## config.mk

```make
export PLATFORM = sky130hd
export DESIGN_NAME = line_burst_adaptor
export DESIGN_NICKNAME = d
export VERILOG_FILES = /design/src/rtl/line_burst_adaptor.sv
export SDC_FILE = /design/constraint.sdc
export NUM_CORES = 1
export LEC_CHECK = 0
export CELL_PAD_IN_SITES_DETAIL_PLACEMENT = 1
export CELL_PAD_IN_SITES_GLOBAL_PLACEMENT = 2
export CORE_AREA = 3 3 273 275
export DETAILED_ROUTE_END_ITERATION = 16
export DIE_AREA = 0 0 276 278
export PLACE_DENSITY_LB_ADDON = 0.1
export SYNTH_ARGS = -nofsm -noshare
export SYNTH_HDL_FRONTEND = slang
export SYNTH_SLANG_ARGS = --single-unit
```

## constraint.sdc

```tcl
create_clock -name clk -period 3.7 [get_ports clk]
set_input_delay 0.74 -clock clk [delete_from_list [all_inputs] [get_ports clk]]
set_output_delay 0.74 -clock clk [all_outputs]
set_load 0.02 [all_outputs]
```

## src/rtl/line_burst_adaptor.sv

```systemverilog
// line_burst_adaptor: splits cache line reads/write-backs into BURST_BITS memory beats; define LINE_ADAPTOR_TIMEOUT_EN to abort stalled bursts
module line_burst_adaptor #(
  parameter int LINE_BITS  = 256,
  parameter int BURST_BITS = 64
) (
  input  logic                  clk,
  input  logic                  rst,
  input  logic [31:0]           address_i,
  input  logic                  read_i,
  input  logic                  write_i,
  input  logic [LINE_BITS-1:0]  line_i,
  output logic [LINE_BITS-1:0]  line_o,
  output logic                  resp_o,
  output logic [31:0]           address_o,
  output logic                  read_o,
  output logic                  write_o,
  input  logic [BURST_BITS-1:0] burst_i,
  output logic [BURST_BITS-1:0] burst_o,
  input  logic                  resp_i,
  output logic                  timeout_o
);
  localparam int BEATS = LINE_BITS / BURST_BITS;
  localparam int KW = BEATS > 1 ? $clog2(BEATS) : 1;
  typedef enum logic [1:0] {IDLE, READ, WRITE, DONE} state_t;
  state_t state, state_nx;
  logic [KW-1:0] beat;
  logic [LINE_BITS-1:0] wr_line;
  logic busy, last, stall, accept;
  assign busy = state == READ || state == WRITE;
  assign last = resp_i && beat == KW'(BEATS - 1);
  assign accept = state == IDLE && (read_i || write_i);
  assign burst_o = state == WRITE ? wr_line[beat*BURST_BITS +: BURST_BITS] : '0;
`ifdef LINE_ADAPTOR_TIMEOUT_EN
  logic [7:0] wait_cnt;
  assign stall = !resp_i && wait_cnt == 8'd254;
  assign timeout_o = state == DONE && wait_cnt == 8'hff;
  // consecutive unacknowledged burst cycles; held at 255 through DONE to flag the abort
  always_ff @(posedge clk or negedge rst)
    if (!rst) wait_cnt <= '0;
    else if (state == IDLE) wait_cnt <= '0;
    else if (busy) wait_cnt <= resp_i ? '0 : wait_cnt + 8'd1;
`else
  assign stall = 1'b0;
  assign timeout_o = 1'b0;
`endif
  // next state: write wins over read in IDLE, DONE always lasts one cycle
  always_comb begin
    state_nx = state;
    if (state == IDLE) state_nx = write_i ? WRITE : read_i ? READ : IDLE;
    else if (state == DONE) state_nx = IDLE;
    else if (last || stall) state_nx = DONE;
  end
  // state, registered handshakes, address/line capture and beat assembly
  always_ff @(posedge clk or negedge rst)
    if (!rst) begin
      state     <= IDLE;
      beat      <= '0;
      address_o <= '0;
      wr_line   <= '0;
      line_o    <= '0;
      read_o    <= 1'b0;
      write_o   <= 1'b0;
      resp_o    <= 1'b0;
    end else begin
      state   <= state_nx;
      read_o  <= state_nx == READ;
      write_o <= state_nx == WRITE;
      resp_o  <= state_nx == DONE;
      if (accept) begin
        address_o <= address_i & ~32'h1f;
        beat      <= '0;
        if (write_i) wr_line <= line_i;
      end else if (busy && resp_i) begin
        beat <= beat + KW'(1);
        if (state == READ) line_o[beat*BURST_BITS +: BURST_BITS] <= burst_i;
      end
    end
endmodule

```

Word level (Yosys, flattened, before mapping)
Index checks and enable logic that the tools add are counted.

operators by class
  add/sub/neg operators = 2
  equality and inequality tests = 7
  shift operators = 3
  multiplexer cells = 9
  bitwise logic cells = 1
  reductions and logical operators = 9

operator list
  kind                                                     number
  bitwise mux 256 bit                                      1
  variable shift 64 x 34 -> 256 bit, first input constant  1
  variable part select 256 x 9 -> 64 bit                   1
  variable part select 64 x 34 -> 256 bit                  1
  2-to-1 mux 64 bit                                        1
  negator 8 -> 34 bit                                      1
  2-to-1 mux 2 bit                                         6
  equality test 2 bit, second input constant               5
  equality test 2 x 1 -> 1 bit, second input constant      2
  logical AND 1 bit                                        3
  AND reduction 3 bit                                      1
  adder 2 x 1 -> 2 bit, second input constant              1
  zero test 2 bit                                          1
  logical OR 1 bit                                         2
  AND reduction 2 bit                                      1
  nonzero test 2 bit                                       1
  2-to-1 mux 1 bit                                         1
  inverter 1 bit                                           1

storage, ports and cells
  register bits after elaboration = 546
  input port bits = 357
  output and inout bits = 356
  logic and storage cells = 39

Logic depth before layout (Yosys ltp)
Gate-level depths: netlist of run 1.

  depth in word-level cells = 6
  depth in mapped cells = 9
  gate-level depth less buffers = 5

Least setup slack after synthesis of run 1
Ideal clock, no wire load.

  path kind = register to output
  start point = register beat[0]
  end point = output port burst_o[10]
  arrival = 1,692 ps
  data required time = 2,960 ps
  path slack = 1,268 ps
  cell stages (with the launch flop) = 6
  path buffers = 3
  cell sequence = dfrtp_1 buf_2 buf_2 buf_4 mux4_2 and2_1

between the ends
  cells in the longest elaborated chain, start to end = 2

RTL lines
  element                                 RTL line  source
  start: declaration                      26        logic [KW-1:0] beat;
  start signal: assignment                74        beat <= beat + KW'(1);
  variable part select 256 x 9 -> 64 bit  32        assign burst_o = state == WRITE ? wr_line[beat*BURST_BITS +: BURST_BITS] : '0;
  2-to-1 mux 64 bit                       32
  end: declaration                        18        output logic [BURST_BITS-1:0] burst_o,

No other way between the ends.

Worst setup path after layout of run 1
  start point = register state[0]
  end point = output port burst_o[30]

between the ends
  cells in the longest elaborated chain, start to end = 2

RTL lines
  element                   RTL line  source
  start: declaration        25        state_t state, state_nx;
  start signal: assignment  65        state <= state_nx;
  equality test 2 bit       32
  2-to-1 mux 64 bit         32

No other way between the ends.

==> results.json, run 1 <==
{
  "outcome": "complete, no violations",
  "synthToLayoutAreaGrowth_pct": 48.3,
  "clkTransAtPathRegs_ns": 0.06,
  "cpPeakStageDelay_ns": 0.67,
  "place.detailed.hpwl_mm": 55.4,
  "cts_hold_buf": 0,
  "firstDrtPassIters": 5,
  "clockBufferDepth": 3,
  "synth_flop_cell": "dfrtp_1",
  "vias": 15200,
  "drc_errors": 0,
  "syn_inst": 1373,
  "p_leak_nw": 13.6,
  "track_usage": 0.203,
  "r2r_end": "line_o[37]",
  "cts_max_level": 3,
  "rsz0062_at_grt": "false",
  "grt_overflow": 0,
  "pin_count": 713,
  "worst_r2r_startpoint": "beat[0]",
  "drtAntennaViolNets": 0,
  "synth.yosys.warnings": 0,
  "fp.dieW_um": 276,
  "cts_buffers": 66,
  "slew_headroom": 0.324,
  "synth_edf_count": 0,
  "syn_area_per_cell_um2": 15.9,
  "required_ns": 2.96,
  "wl_per_cell_um": 25.7,
  "synth-xor-area-share": 0.000401,
  "cts_resized": 0,
  "period_share": 0.943,
  "grt_pass1_vias": 16900,
  "hp-class": "in -> async",
  "synth_top_family_by_area": "multiplexers",
  "crit_type": "reg -> out",
  "core.rowCount": 99,
  "ys_types": 27,
  "setup_tns_ns": 0,
  "synth-simple-area-share": 0.0260,
  "fmaxAchievable_ghz": 0.287,
  "portBuffers": 701,
  "startpoint": "state[0]",
  "p_per_area_nw_per_um2": 744,
  "synthAdderAreaFrac": 0.00459,
  "startpoint_type": "register",
  "cts_tree": "done",
  "drt-met1-wl_mm": 29.8,
  "drt-total-wl_mm": 79.5,
  "vias_per_cell": 4.92,
  "die_h_um": 278,
  "layout-drive-gt1-share": 0.232,
  "clock_sinks": 546,
  "regToRegSetupSlack_ns": 0.91,
  "synth_compound_area_frac": 0.105,
  "nets": 2433,
  "synth_seq_cells": 546,
  "async_flop_share": 1.00,
  "finalNonFillerCells": 3089,
  "core_area_um2": 72600,
  "final_util": 0.446,
  "clock-skew-final_ns": 0.0305,
  "hold_viol": 0,
  "ff2ff_path_depth": 7,
  "grt_pass1_wl_mm": 117,
  "place_congestion": 0.768,
  "period_needed_ns": 3.49,
  "grt_start_max_net_pins": 105,
  "dp_cells": 2957,
  "setup_viol": 0,
  "insertion_delay_ns": 0.61,
  "vdd_ir_drop_max_uv": 386,
  "maxCapViolations": 0,
  "synth.area.mux_share": 0.212,
  "tightest_slew_ns": 1.01,
  "antenna_found_initial": 29,
  "met3RoutedLength_mm": 6.14,
  "critPathSlowestCell": "clkdlybuf4s50_1",
  "crit_fanout": 15,
  "maxSlewViolCount": 0,
  "hold_slack_ns": 0.0680,
  "critPathArrivalTime_ns": 2.75,
  "top_layer_used": "met5",
  "path_cells": "inv_1, ha_2, buf_4, and2_1, clkdlybuf4s50_1",
  "cp-end-kind": "output pin",
  "cts_root_buf": "clkbuf_16",
  "synthesis.area_um2": 21800,
  "wl_met2_mm": 40.7,
  "drtIter0Drc": 621,
  "die-area_um2": 76700,
  "fillCellCount": 7270,
  "stdcell_area_um2": 32400,
  "seq_area_frac_synth": 0.626,
  "post_dp_cell_area_um2": 30100,
  "critical_path.endpoint": "burst_o[30]",
  "initial_core_util": 0.301
}
cells in the mapped netlist (2+ instances only):
cell,count,area (µm²)
mux2_2,283,3190
nand2b_1,3,18.8
o31ai_1,2,15.0
nand4_1,4,25.0
o21ai_0,3,15.0
nand2_1,3,11.3
nor4_2,4,50.1
ha_1,8,100
buf_4,14,105
dfrtp_1,546,13700
a21boi_0,3,22.5
buf_1,7,26.3
and2_1,67,419
inv_1,5,18.8
buf_2,48,240
mux4_2,64,1440
a22o_1,256,2240
clkbuf_1,44,165
report_power, final:
group | switching [mW] | leakage [nW] | internal, mW | total [mW]
clock network | 2.58 | 1.07 | 3.95 | 6.53
logic | 3.72 | 5.58 | 4.84 | 8.56
registers | 1.06 | 6.95 | 7.92 | 8.98
total | 7.36 | 13.6 | 16.7 | 24.1
sequential cells by signal, indices dropped and copies added, names as in the netlist:
signal / count
resp_o: 1
state: 2
wr_line: 256
line_o: 256
address_o: 27
beat: 2
read_o: 1
write_o: 1
metrics by stage:
step	power [mW]	worst slack, ns
after floorplan	13.9	1.27
after global placement	17.5	0.599
after detailed placement	17.7	0.600
after CTS	24.5	0.0871
after global routing	25.4	0.00783
final	24.1	0.211
layout make-up:
cell class              count  area (µm²)  share of cell area
inverters                   5        18.8            0.000580
multi-input cells         714        7690               0.238
flip-flops and latches    546       13700               0.422
clock buffers              99        1960              0.0605
repair buffers            735        7560               0.234
well taps                 959        1200              0.0371
clock inverters            16         225             0.00696
diodes                     15        37.5             0.00116
worst min-delay path by stage:
stage,endpoint,slack (ns),cells past startpoint
floorplan,address_o[10],0.44,0
global placement,wr_line[100],0.48,1
detailed placement,wr_line[242],0.49,1
CTS,line_o[54],0.06,1
global route,line_o[54],0.07,1
finish,line_o[54],0.07,1
cell families after synthesis:
kind of cell,after synthesis
xor+xnor,1
compound gates,265
buf+inv,118
flops,546
fa+ha+maj,8
mux,347
simple gates,87
other cells,1
what timing repair did:
action | 4_1_cts | 5_1_grt
endpoints found under the setup margin | 8 | 0
hold endpoints to repair | 0 | 0
setup buffers | 2 | 0
cells in the final DEF, fill, tap and decap left out, drive strengths merged, types with 4 or more instances in the layout:
cell,count
clkdlybuf4s50,700
inv,5
a22o,256
nand4,4
nor4,4
mux2,283
clkbuf,99
conb,6
mux4,64
and2,67
diode,15
ha,8
dfrtp,546
buf,35
bufinv,4
clkinv,12
layer usage:
metal / track usage / vias up
met1: 0.232 / 8015
met3: 0.0766 / 145
met4: 0.0799 / 30
met5: 0 / -
li1: - / 6543
met2: 0.346 / 462
worst max-delay path: cells and delay by family, from the launching register on:
| kind | cells | cell delay (ns) |
|---|---|---|
| and+or+nand+nor | 1 | 0.15 |
| adders and majority gates | 1 | 0.50 |
| DFF | 1 | 0.41 |
| buffers and inverters | 3 | 1.09 |
(Power assumes the default switching activity.)
==> run 2, diff against run 1 <==
--- a/config.mk
+++ b/config.mk
@@ -11,6 +11,7 @@
 export DETAILED_ROUTE_END_ITERATION = 16
 export DIE_AREA = 0 0 276 278
 export PLACE_DENSITY_LB_ADDON = 0.1
+export RECOVER_POWER = 100
 export SYNTH_ARGS = -nofsm -noshare
 export SYNTH_HDL_FRONTEND = slang
 export SYNTH_SLANG_ARGS = --single-unit
==> run 2 against run 1 <==
Critical endpoint is now burst_o[34]. The flow now finishes with violations (capacitance limit, slew limit). Total power is 1.5% lower. Via count barely moved. Combinational power fell by 4.0%. Flip-flop and latch count unchanged. Utilization fell by 0.24 points. Die area unchanged. Non-clock buffer count is the same. Hold slack improved by 0.43 ns. Global-route usage did not move. Wire length about the same.
==> results.json, run 2 (synthesis gave the netlist of run 1 again) <==
{
  "outcome": "complete, but fails checks",
  "violations": "capacitance limit, slew limit",
  "p_per_area_nw_per_um2": 736,
  "startpoint_type": "register",
  "vias": 15200,
  "setup_tns_ns": 0,
  "critPathSlowestCell": "dlygate4sd3_1",
  "multi_input_area_um2": 7640,
  "track_usage": 0.203,
  "reg_top3": "line_o (256), wr_line (256), address_o (27)",
  "maxSlewViolCount": 151,
  "setup_viol": 0,
  "wl_met2_mm": 41.0,
  "place.detailed.hpwl_mm": 55.4,
  "die_h_um": 278,
  "initial_core_util": 0.301,
  "drtAntennaViolNets": 0,
  "synthToLayoutAreaGrowth_pct": 47.5,
  "die-area_um2": 76700,
  "place_congestion": 0.768,
  "core.rowCount": 99,
  "setup_slack_ns": 0.162,
  "rsz0062_at_grt": "false",
  "cts_buffers": 66,
  "cts_root_buf": "clkbuf_16",
  "core_area_um2": 72600,
  "cts_tree": "done",
  "crit_buf_inv": 2,
  "final_common_cell": "dfrtp_1",
  "grt_start_max_net_pins": 105,
  "fp.dieW_um": 276,
  "crit_type": "reg -> out",
  "vias_per_cell": 4.92,
  "critPathArrivalTime_ns": 2.80,
  "cts_resized": 0,
  "antenna_found_initial": 29,
  "wl_per_cell_um": 25.7,
  "clkTransAtPathRegs_ns": 0.06,
  "period_needed_ns": 3.54,
  "required_ns": 2.96,
  "period_share": 0.956,
  "clockBufferDepth": 3,
  "crit_fanout": 23,
  "firstDrtPassIters": 4,
  "tightest_slew_ns": 2.92,
  "vdd_ir_drop_max_uv": 386,
  "fillCellCount": 7294,
  "top_layer_used": "met5",
  "portBuffers": 701,
  "p_leak_nw": 14.5,
  "grt_pass1_vias": 16900,
  "layout-drive-gt1-share": 0.228,
  "grt_overflow": 0,
  "path_cells": "buf_12, mux4_2, and2_1, dlygate4sd3_1",
  "place_ws_ns": 0.600,
  "nets": 2433,
  "cts_max_level": 3,
  "cpPeakStageDelay_ns": 0.68,
  "clock_sinks": 546,
  "mostFrequentLayoutCells": "dfrtp_1, clkdlybuf4s50_1, dlygate4sd3_1",
  "drt-met1-wl_mm": 29.6,
  "drtIter0Drc": 635,
  "met3RoutedLength_mm": 6.03,
  "path_delay_family": "buffers and inverters",
  "hold_viol": 0,
  "clock-skew-final_ns": 0.0269,
  "grt_pass1_wl_mm": 117,
  "hp-class": "reg -> reg",
  "seqCellArea_um2": 13700,
  "insertion_delay_ns": 0.61,
  "maxCapViolations": 3,
  "drc_errors": 0,
  "slew_headroom": -0.949,
  "drt-total-wl_mm": 79.5,
  "fmaxAchievable_ghz": 0.283,
  "pin_count": 713,
  "cp-end-kind": "output pin"
}
run 2: cell count changes in the layout (fill, tap and decap cells not counted), moves of 5 or more:
cell | previous run | this run
clkdlybuf4s50_1 | 700 | 374
dlygate4sd3_1 | 0 | 326
and2_0 | 0 | 11
and2_1 | 67 | 56
buf_12 | 23 | 14
buf_4 | 11 | 6
clkbuf_2 | 0 | 5
clkbuf_4 | 0 | 5
run 2: worst paths after layout:
kind | start | end | slack, ns | cells past startpoint
max in group asynchronous | rst | wr_line[14] | 0.55 | 3
hold reg to reg | line_o[79] | line_o[79] | 0.50 | 1
setup / recovery | beat[0] | burst_o[34] | 0.16 | 4
min in group asynchronous | rst | line_o[54] | 1.20 | 1
setup reg to reg | beat[0] | line_o[255] | 0.32 | 7
hold / removal | line_o[79] | line_o[79] | 0.50 | 1
run 2: through the flow:
step / instances / total power, mW / cell area, µm² / hold slack, ns / util
3_5_place_dp: 2957 / 17.7 / 30100 / 0.490 / 0.415
3_3_place_gp: 2957 / 17.5 / 30100 / 0.482 / 0.415
4_1_cts: 3074 / 24.5 / 32300 / 0.0555 / 0.445
5_1_grt: 3086 / 25.0 / 32200 / 0.509 / 0.443
2_1_floorplan: 1378 / 13.9 / 21800 / 0.444 / -
6_report: 3088 / 23.7 / 32200 / 0.495 / 0.443
run 2: what timing repair did:
action	4_1_cts	5_1_grt
setup endpoints to repair	8	0
hold endpoints to repair	0	0
setup buffers	2	0
hold buffers	0	0
run 2: where the power goes:
part,total (mW),internal [mW],leakage (nW),switching (mW)
Sequential,8.96,7.92,6.95,1.04
Combinational,8.22,4.54,6.50,3.68
Clock,6.53,3.95,1.07,2.58
Total,23.7,16.4,14.5,7.30
run 2: layout make-up:
type | instances | share of cell area
Sequential cell | 546 | 0.425
Multi-Input combinational cell | 714 | 0.237
Timing Repair Buffer | 735 | 0.231
Clock buffer | 99 | 0.0609
Tap cell | 959 | 0.0373
Clock inverter | 16 | 0.00700
Antenna cell | 14 | 0.00109
Inverter | 5 | 0.000583
run 2: metal layers:
layer  up-vias  track usage
met5         -            0
met4        30       0.0799
met3       143       0.0766
met2       459        0.346
met1      8007        0.232
li1       6541            -
